==> src/rtl/jtag_dtm_tap_sampled.sv <==
// RISC-V JTAG DTM: clk-oversampled TAP with IR/IDCODE/DTMCS/DMI/BYPASS and a valid/ready DMI request port.
// Define JTAG_DTM_DMIHARDRESET_EN to let DTMCS.dmihardreset abort an outstanding DMI request.
module jtag_dtm_tap_sampled #(
  parameter int unsigned IR_W   = 5,
  parameter int unsigned ABITS  = 6,
  parameter logic [31:0] IDCODE = 32'h1E200A6D
) (
  input  logic              clk,
  input  logic              rst_n,
  input  logic              jtag_TCK,
  input  logic              jtag_TMS,
  input  logic              jtag_TDI,
  output logic              jtag_TDO,
  output logic              dmi_req_valid,
  input  logic              dmi_req_ready,
  output logic [ABITS+33:0] dmi_req_data,
  input  logic              dmi_rsp_valid,
  input  logic [33:0]       dmi_rsp_data,
  output logic [IR_W-1:0]   ir_out
);
  localparam int unsigned     DR_W      = ABITS + 34;
  localparam logic [IR_W-1:0] IR_IDCODE = IR_W'(8'h01);
  localparam logic [IR_W-1:0] IR_DTMCS  = IR_W'(8'h10);
  localparam logic [IR_W-1:0] IR_DMI    = IR_W'(8'h11);
  localparam logic [1:0]      OP_BUSY   = 2'b11;

  typedef enum logic [3:0] {
    TLR, RTI, SEL_DR, CAP_DR, SH_DR, EX1_DR, PAU_DR, EX2_DR, UPD_DR,
    SEL_IR, CAP_IR, SH_IR, EX1_IR, PAU_IR, EX2_IR, UPD_IR
  } tap_state_e;

  tap_state_e       state_q, state_d;
  logic [2:0]       sync1_q, sync1_d, sync2_q, sync2_d;
  logic             tck_prev_q, tck_prev_d;
  logic [IR_W-1:0]  ir_q, ir_d;
  logic [DR_W-1:0]  sr_q, sr_d;
  logic             tdo_q, tdo_d;
  logic             req_valid_q, req_valid_d;
  logic [DR_W-1:0]  req_data_q, req_data_d;
  logic             busy_q, busy_d;
  logic [1:0]       stat_q, stat_d;
  logic [31:0]      rsp_q, rsp_d;
  logic [ABITS-1:0] addr_q, addr_d;

  logic        tck_rise, tck_fall, tms, tdi;
  logic [1:0]  dr_op;
  logic [31:0] dtmcs_cap;
  logic        unused_rsp_op;

  assign tck_rise      = sync2_q[2] & ~tck_prev_q;
  assign tck_fall      = ~sync2_q[2] & tck_prev_q;
  assign tms           = sync2_q[1];
  assign tdi           = sync2_q[0];
  assign dr_op         = sr_q[1:0];
  assign dtmcs_cap     = {14'b0, 1'b0, 1'b0, 1'b0, 3'd1, stat_q, 6'(ABITS), 4'd1};
  assign unused_rsp_op = ^dmi_rsp_data[1:0];

  function automatic tap_state_e tap_next(input tap_state_e s, input logic m);
    case (s)
      TLR:     tap_next = m ? TLR    : RTI;
      RTI:     tap_next = m ? SEL_DR : RTI;
      SEL_DR:  tap_next = m ? SEL_IR : CAP_DR;
      CAP_DR:  tap_next = m ? EX1_DR : SH_DR;
      SH_DR:   tap_next = m ? EX1_DR : SH_DR;
      EX1_DR:  tap_next = m ? UPD_DR : PAU_DR;
      PAU_DR:  tap_next = m ? EX2_DR : PAU_DR;
      EX2_DR:  tap_next = m ? UPD_DR : SH_DR;
      UPD_DR:  tap_next = m ? SEL_DR : RTI;
      SEL_IR:  tap_next = m ? TLR    : CAP_IR;
      CAP_IR:  tap_next = m ? EX1_IR : SH_IR;
      SH_IR:   tap_next = m ? EX1_IR : SH_IR;
      EX1_IR:  tap_next = m ? UPD_IR : PAU_IR;
      PAU_IR:  tap_next = m ? EX2_IR : PAU_IR;
      EX2_IR:  tap_next = m ? UPD_IR : SH_IR;
      UPD_IR:  tap_next = m ? SEL_DR : RTI;
      default: tap_next = TLR;
    endcase
  endfunction

  // Capture/shift on TCK rise, TDO and update on TCK fall, DMI handshake every clk.
  always_comb begin
    sync1_d     = {jtag_TCK, jtag_TMS, jtag_TDI};
    sync2_d     = sync1_q;
    tck_prev_d  = sync2_q[2];
    state_d     = state_q;
    ir_d        = ir_q;
    sr_d        = sr_q;
    tdo_d       = tdo_q;
    req_valid_d = req_valid_q;
    req_data_d  = req_data_q;
    busy_d      = busy_q;
    stat_d      = stat_q;
    rsp_d       = rsp_q;
    addr_d      = addr_q;

    if (req_valid_q && dmi_req_ready) req_valid_d = 1'b0;
    if (dmi_rsp_valid && busy_q) begin
      busy_d = 1'b0;
      rsp_d  = dmi_rsp_data[33:2];
    end

    if (tck_rise) begin
      state_d = tap_next(state_q, tms);
      case (state_q)
        CAP_IR: sr_d = DR_W'(IR_IDCODE);
        CAP_DR: begin
          case (ir_q)
            IR_IDCODE: sr_d = DR_W'(IDCODE);
            IR_DTMCS:  sr_d = DR_W'(dtmcs_cap);
            IR_DMI:    sr_d = {addr_q, rsp_q, busy_q ? OP_BUSY : stat_q};
            default:   sr_d = '0;
          endcase
        end
        SH_IR: sr_d = {{(DR_W-IR_W){1'b0}}, tdi, sr_q[IR_W-1:1]};
        SH_DR: begin
          case (ir_q)
            IR_IDCODE, IR_DTMCS: sr_d = {{(DR_W-32){1'b0}}, tdi, sr_q[31:1]};
            IR_DMI:              sr_d = {tdi, sr_q[DR_W-1:1]};
            default:             sr_d = {{(DR_W-1){1'b0}}, tdi};
          endcase
        end
        default: ;
      endcase
    end

    if (tck_fall) begin
      tdo_d = (state_q == SH_IR || state_q == SH_DR) ? sr_q[0] : 1'b0;
      if (state_q == UPD_IR) ir_d = sr_q[IR_W-1:0];
      // A new request only when idle and no sticky error; a request while busy latches busy.
      if (state_q == UPD_DR && ir_q == IR_DMI && (dr_op == 2'd1 || dr_op == 2'd2)) begin
        if (busy_q) begin
          stat_d = OP_BUSY;
        end else if (stat_q == 2'd0) begin
          req_data_d  = sr_q;
          req_valid_d = 1'b1;
          busy_d      = 1'b1;
          addr_d      = sr_q[DR_W-1:34];
        end
      end
      if (state_q == UPD_DR && ir_q == IR_DTMCS) begin
        if (sr_q[16]) stat_d = 2'd0;
`ifdef JTAG_DTM_DMIHARDRESET_EN
        if (sr_q[17]) begin
          busy_d      = 1'b0;
          req_valid_d = 1'b0;
          stat_d      = 2'd0;
          rsp_d       = rsp_q;
        end
`endif
      end
    end

    if (state_q == TLR) ir_d = IR_IDCODE;
  end

  always_ff @(posedge clk or negedge rst_n) begin
    if (!rst_n) begin
      sync1_q     <= '0;
      sync2_q     <= '0;
      tck_prev_q  <= 1'b0;
      state_q     <= TLR;
      ir_q        <= IR_IDCODE;
      sr_q        <= '0;
      tdo_q       <= 1'b0;
      req_valid_q <= 1'b0;
      req_data_q  <= '0;
      busy_q      <= 1'b0;
      stat_q      <= 2'd0;
      rsp_q       <= '0;
      addr_q      <= '0;
    end else begin
      sync1_q     <= sync1_d;
      sync2_q     <= sync2_d;
      tck_prev_q  <= tck_prev_d;
      state_q     <= state_d;
      ir_q        <= ir_d;
      sr_q        <= sr_d;
      tdo_q       <= tdo_d;
      req_valid_q <= req_valid_d;
      req_data_q  <= req_data_d;
      busy_q      <= busy_d;
      stat_q      <= stat_d;
      rsp_q       <= rsp_d;
      addr_q      <= addr_d;
    end
  end

  assign jtag_TDO      = tdo_q;
  assign dmi_req_valid = req_valid_q;
  assign dmi_req_data  = req_data_q;
  assign ir_out        = ir_q;

endmodule

==> config.mk <==
export PLATFORM = sky130hd
export DESIGN_NAME = jtag_dtm_tap_sampled
export DESIGN_NICKNAME = d
export VERILOG_FILES = /design/src/rtl/jtag_dtm_tap_sampled.sv
export SDC_FILE = /design/constraint.sdc
export NUM_CORES = 1
export LEC_CHECK = 0
export CAP_MARGIN = 10
export CORE_MARGIN = 3
export CORE_UTILIZATION = 54
export CTS_CLUSTER_SIZE = 20
export DETAILED_ROUTE_END_ITERATION = 16
export PLACE_DENSITY = 0.8
export SYNTH_ARGS = -nofsm -noshare
export SYNTH_HDL_FRONTEND = slang
export SYNTH_SLANG_ARGS = --single-unit
==> constraint.sdc <==
create_clock -name clk -period 2.7 [get_ports clk]
set_input_delay 0.405 -clock clk [delete_from_list [all_inputs] [get_ports clk]]
set_output_delay 0.405 -clock clk [all_outputs]
set_load 0.05 [all_outputs]
==> impl_metrics.tcl, run 1 <==
set metrics [dict create \
    viasPerCell 5.98 \
    synth_warnings 0 \
    clockPowerShare_pct 41.6 \
    async_reset_ff_share_pct 100 \
    swShare_pct 28.4 \
    drt_iter0_markers 271 \
    max_freq_mhz 407 \
    vias 4059 \
    port_buffers 85 \
    holdWs_ps 310 \
    final_max_slew_viol_count 0 \
    dp_hpwl_um 8730 \
    critical_path_class "reg -> out" \
    internal_power_w 0.00402 \
    cts_tree "built" \
    ys_ff_latch 133 \
    hold_class "in -> async" \
    syn_area_per_cell_um2 13.4 \
    path_cells "clkdlybuf4s50_1" \
    fin_cells 679 \
    grt_use_met3_pct 5.48 \
    finalHoldViolations 0 \
    io_pins 88 \
    clk_path_buf_depth 2 \
    worst_pin_slew_ps 884 \
    post-route-drc-count 0 \
    slew_headroom_pct 40.6 \
    firstDrtPassIters 5 \
    track_usage_pct 23.1 \
    met2_usage_pct 38.6 \
    powerDensity_mw_per_mm2 747 \
    yosysMostFrequentCell "dfrtp_1" \
    clk_pin_slew_ps 60 \
    clk_latency_ps 510 \
    start_util_pct 56.3 \
    rows 37 \
    dp.cells 646 \
    ys_types 56 \
    crit_path_top_delay_cell "clkdlybuf4s50_1" \
    start_kind "flop" \
    synthTopCellsByArea "dfrtp_1 (56%), mux2_4 (9.7%), mux2_2 (6.7%)" \
    cp_slowest_stage_delay_ps 860 \
    diodes 0 \
    fin_skew_ps 7.55 \
    cts_root_buffer "clkbuf_8" \
    crit_required_ps 2300 \
    routed_wl_um 13600 \
    synth_top_area_share_pct 56.1 \
    fin_crit_ps 2460 \
    ant_nets 0 \
    drive_gt1_share_pct 24.5 \
    routedWlPerCell_um 20.0 \
    ctsHtreeMaxLevel 4 \
    setup_viol 0 \
    critical_path.startpoint "ir_out[0]" \
    antenna_found_initial 0 \
    synth_flop_cell "dfrtp_1" \
    gp_congestion 0.819 \
    die_area_mm2 0.0122 \
    final-seq-area_mm2 0.00333 \
    fillerInstances 685 \
    cts_buffers 17 \
    die_h_um 110 \
    p_switching_w 0.00159 \
    synth_common_cells "dfrtp_1 (132), mux2_4 (38), mux2_2 (35), o2bb2ai_1 (35), a22oi_1 (25)" \
    fin_crit_sh_pct 91.1 \
    crit_arrival_ps 2050 \
    reg2reg_from "state_q[3]" \
    area_delta_synth_final_pct 27.5 \
    synth_area_mm2 0.00589 \
    combPwrFrac_pct 16.4 \
    cap_viol_max_count 0 \
    sequentialPowerShare_pct 42.0 \
    grt_max_degree 57 \
    busiest_layer "met2" \
    grt_util_met1_pct 29.5 \
    synth_top_area_cell "dfrtp_1" \
    grt_pass1_wl_um 22600 \
    crit_family "buffers and inverters" \
    synth_edf_count 0 \
    p_leak_nw 3.34 \
    finalSetupTns_ps 0 \
    synth_nets 480 \
    ir_drop_mv 0.379 \
    grt_pass1_vias 4340 \
    die_x_um 110 \
    grt.overflow.total 0 \
    crit_fanout 11 \
    core_area_mm2 0.0105 \
    multi_input_area_mm2 0.00238 \
    outcome "completed" \
    clock-sinks 133 \
    nNetsFinal 571 \
    rsz0062_at_grt "no" \
    critPathBufInv 1 \
    synth_cells 439 \
    seq_area_frac_synth_pct 56.5 \
    cp-end-kind "output port" \
]
-- state kept, by name, indices dropped and copies added, names as in the netlist --
register and flops:
tck_prev_q 1, dmi_req_valid 1, sr_q 40, busy_q 1, stat_q 2, sync2_q 3, ir_out 5, rsp_q 32
state_q 4, jtag_TDO 1, dmi_req_data 40, sync1_q 3
-- cells by family (layout without fill, tap and decap cells) --
logic type      after synthesis  in the layout  share of synthesized area, %
flops                       133            133                          56.5
compound gates              112            112                          14.6
simple gates                 79             79                          8.58
mux                          75             75                          16.7
buf+inv                      37            141                          3.12
xor+xnor                      3              3                         0.446
-- area by class of cell --
type / count / share of cell area, %
multi-input combinational: 269 / 31.7
timing repair buffer: 102 / 13.4
clock inverter: 13 / 2.28
clock buffer: 19 / 5.75
inverter: 7 / 0.350
tap: 136 / 2.26
sequential: 133 / 44.3
-- layer usage --
metal | vias up | part of all wire (%)
li1 | 1827 | -
met1 | 2061 | 42
met5 | - | 0
met2 | 144 | 51
met4 | 0 | 2.0
met3 | 27 | 5.2
-- power groups by stage --
stage          registers [W]  logic [W]  clock network, W
2_1_floorplan        0.00232   0.000639                 0
3_3_place_gp         0.00237   0.000860                 0
3_5_place_dp         0.00238   0.000903                 0
4_1_cts              0.00235   0.000918           0.00236
5_1_grt              0.00238    0.00100           0.00247
6_report             0.00236   0.000922           0.00234
-- cells in the final DEF, fill, tap and decap left out, types with 3 or more instances in the layout --
| master | netlist | layout |
|---|---|---|
| nand2_1 | 20 | 20 |
| mux2_4 | 38 | 38 |
| nand2b_1 | 6 | 6 |
| a2bb2oi_1 | 6 | 6 |
| clkdlybuf4s50_1 | 0 | 84 |
| bufinv_16 | 0 | 3 |
| dfrtp_1 | 132 | 132 |
| nor3_1 | 7 | 7 |
| clkbuf_16 | 0 | 16 |
| or3_1 | 3 | 3 |
| buf_4 | 1 | 15 |
| nand3_1 | 3 | 3 |
| o21ai_0 | 14 | 14 |
| a22oi_1 | 25 | 25 |
| nor2b_1 | 14 | 14 |
| inv_1 | 7 | 7 |
| a32oi_1 | 3 | 3 |
| a21oi_1 | 8 | 8 |
| o2bb2ai_1 | 35 | 35 |
| mux2_2 | 35 | 35 |
| a221o_1 | 4 | 4 |
| inv_6 | 0 | 5 |
| nor2_1 | 6 | 6 |
-- worst paths after layout --
kind,endpoint,cells after the start,slack [ps]
min reg2reg,sync2_q[1],0,340
max reg2reg,dmi_req_data[23],5,370
max,ir_out[0],1,240
max in group asynchronous,dmi_req_data[21],3,1700
min in group clk,sync1_q[2],1,330
min,state_q[0],2,310
-- repair_timing --
action,CTS,global route
hold buffers,1,0
gates resized for setup,0,0
buffers inserted,0,0
endpoints found under the hold margin,16,0
-- stage by stage --
stage          total power [W]  setup slack (ps)  utilization [%]  area, um2
6_report               0.00561               240             71.8       7510
5_1_grt                0.00586               192             71.8       7510
4_1_cts                0.00563               227             71.8       7510
3_5_place_dp           0.00328               420             66.0       6900
3_3_place_gp           0.00323               478             66.0       6900
2_1_floorplan          0.00296               561                -       5890
Note: power is estimated with default switching activity, not from simulation.
==> run 2: changes to the inputs <==
--- a/config.mk
+++ b/config.mk
@@ -10,6 +10,7 @@
 export CORE_UTILIZATION = 54
 export CTS_CLUSTER_SIZE = 20
 export DETAILED_ROUTE_END_ITERATION = 16
+export HOLD_SLACK_MARGIN = 0.12
 export PLACE_DENSITY = 0.8
 export SYNTH_ARGS = -nofsm -noshare
 export SYNTH_HDL_FRONTEND = slang
==> results of run 2 <==
No change in the layout: final DEF, timing and power equal those of run 1.
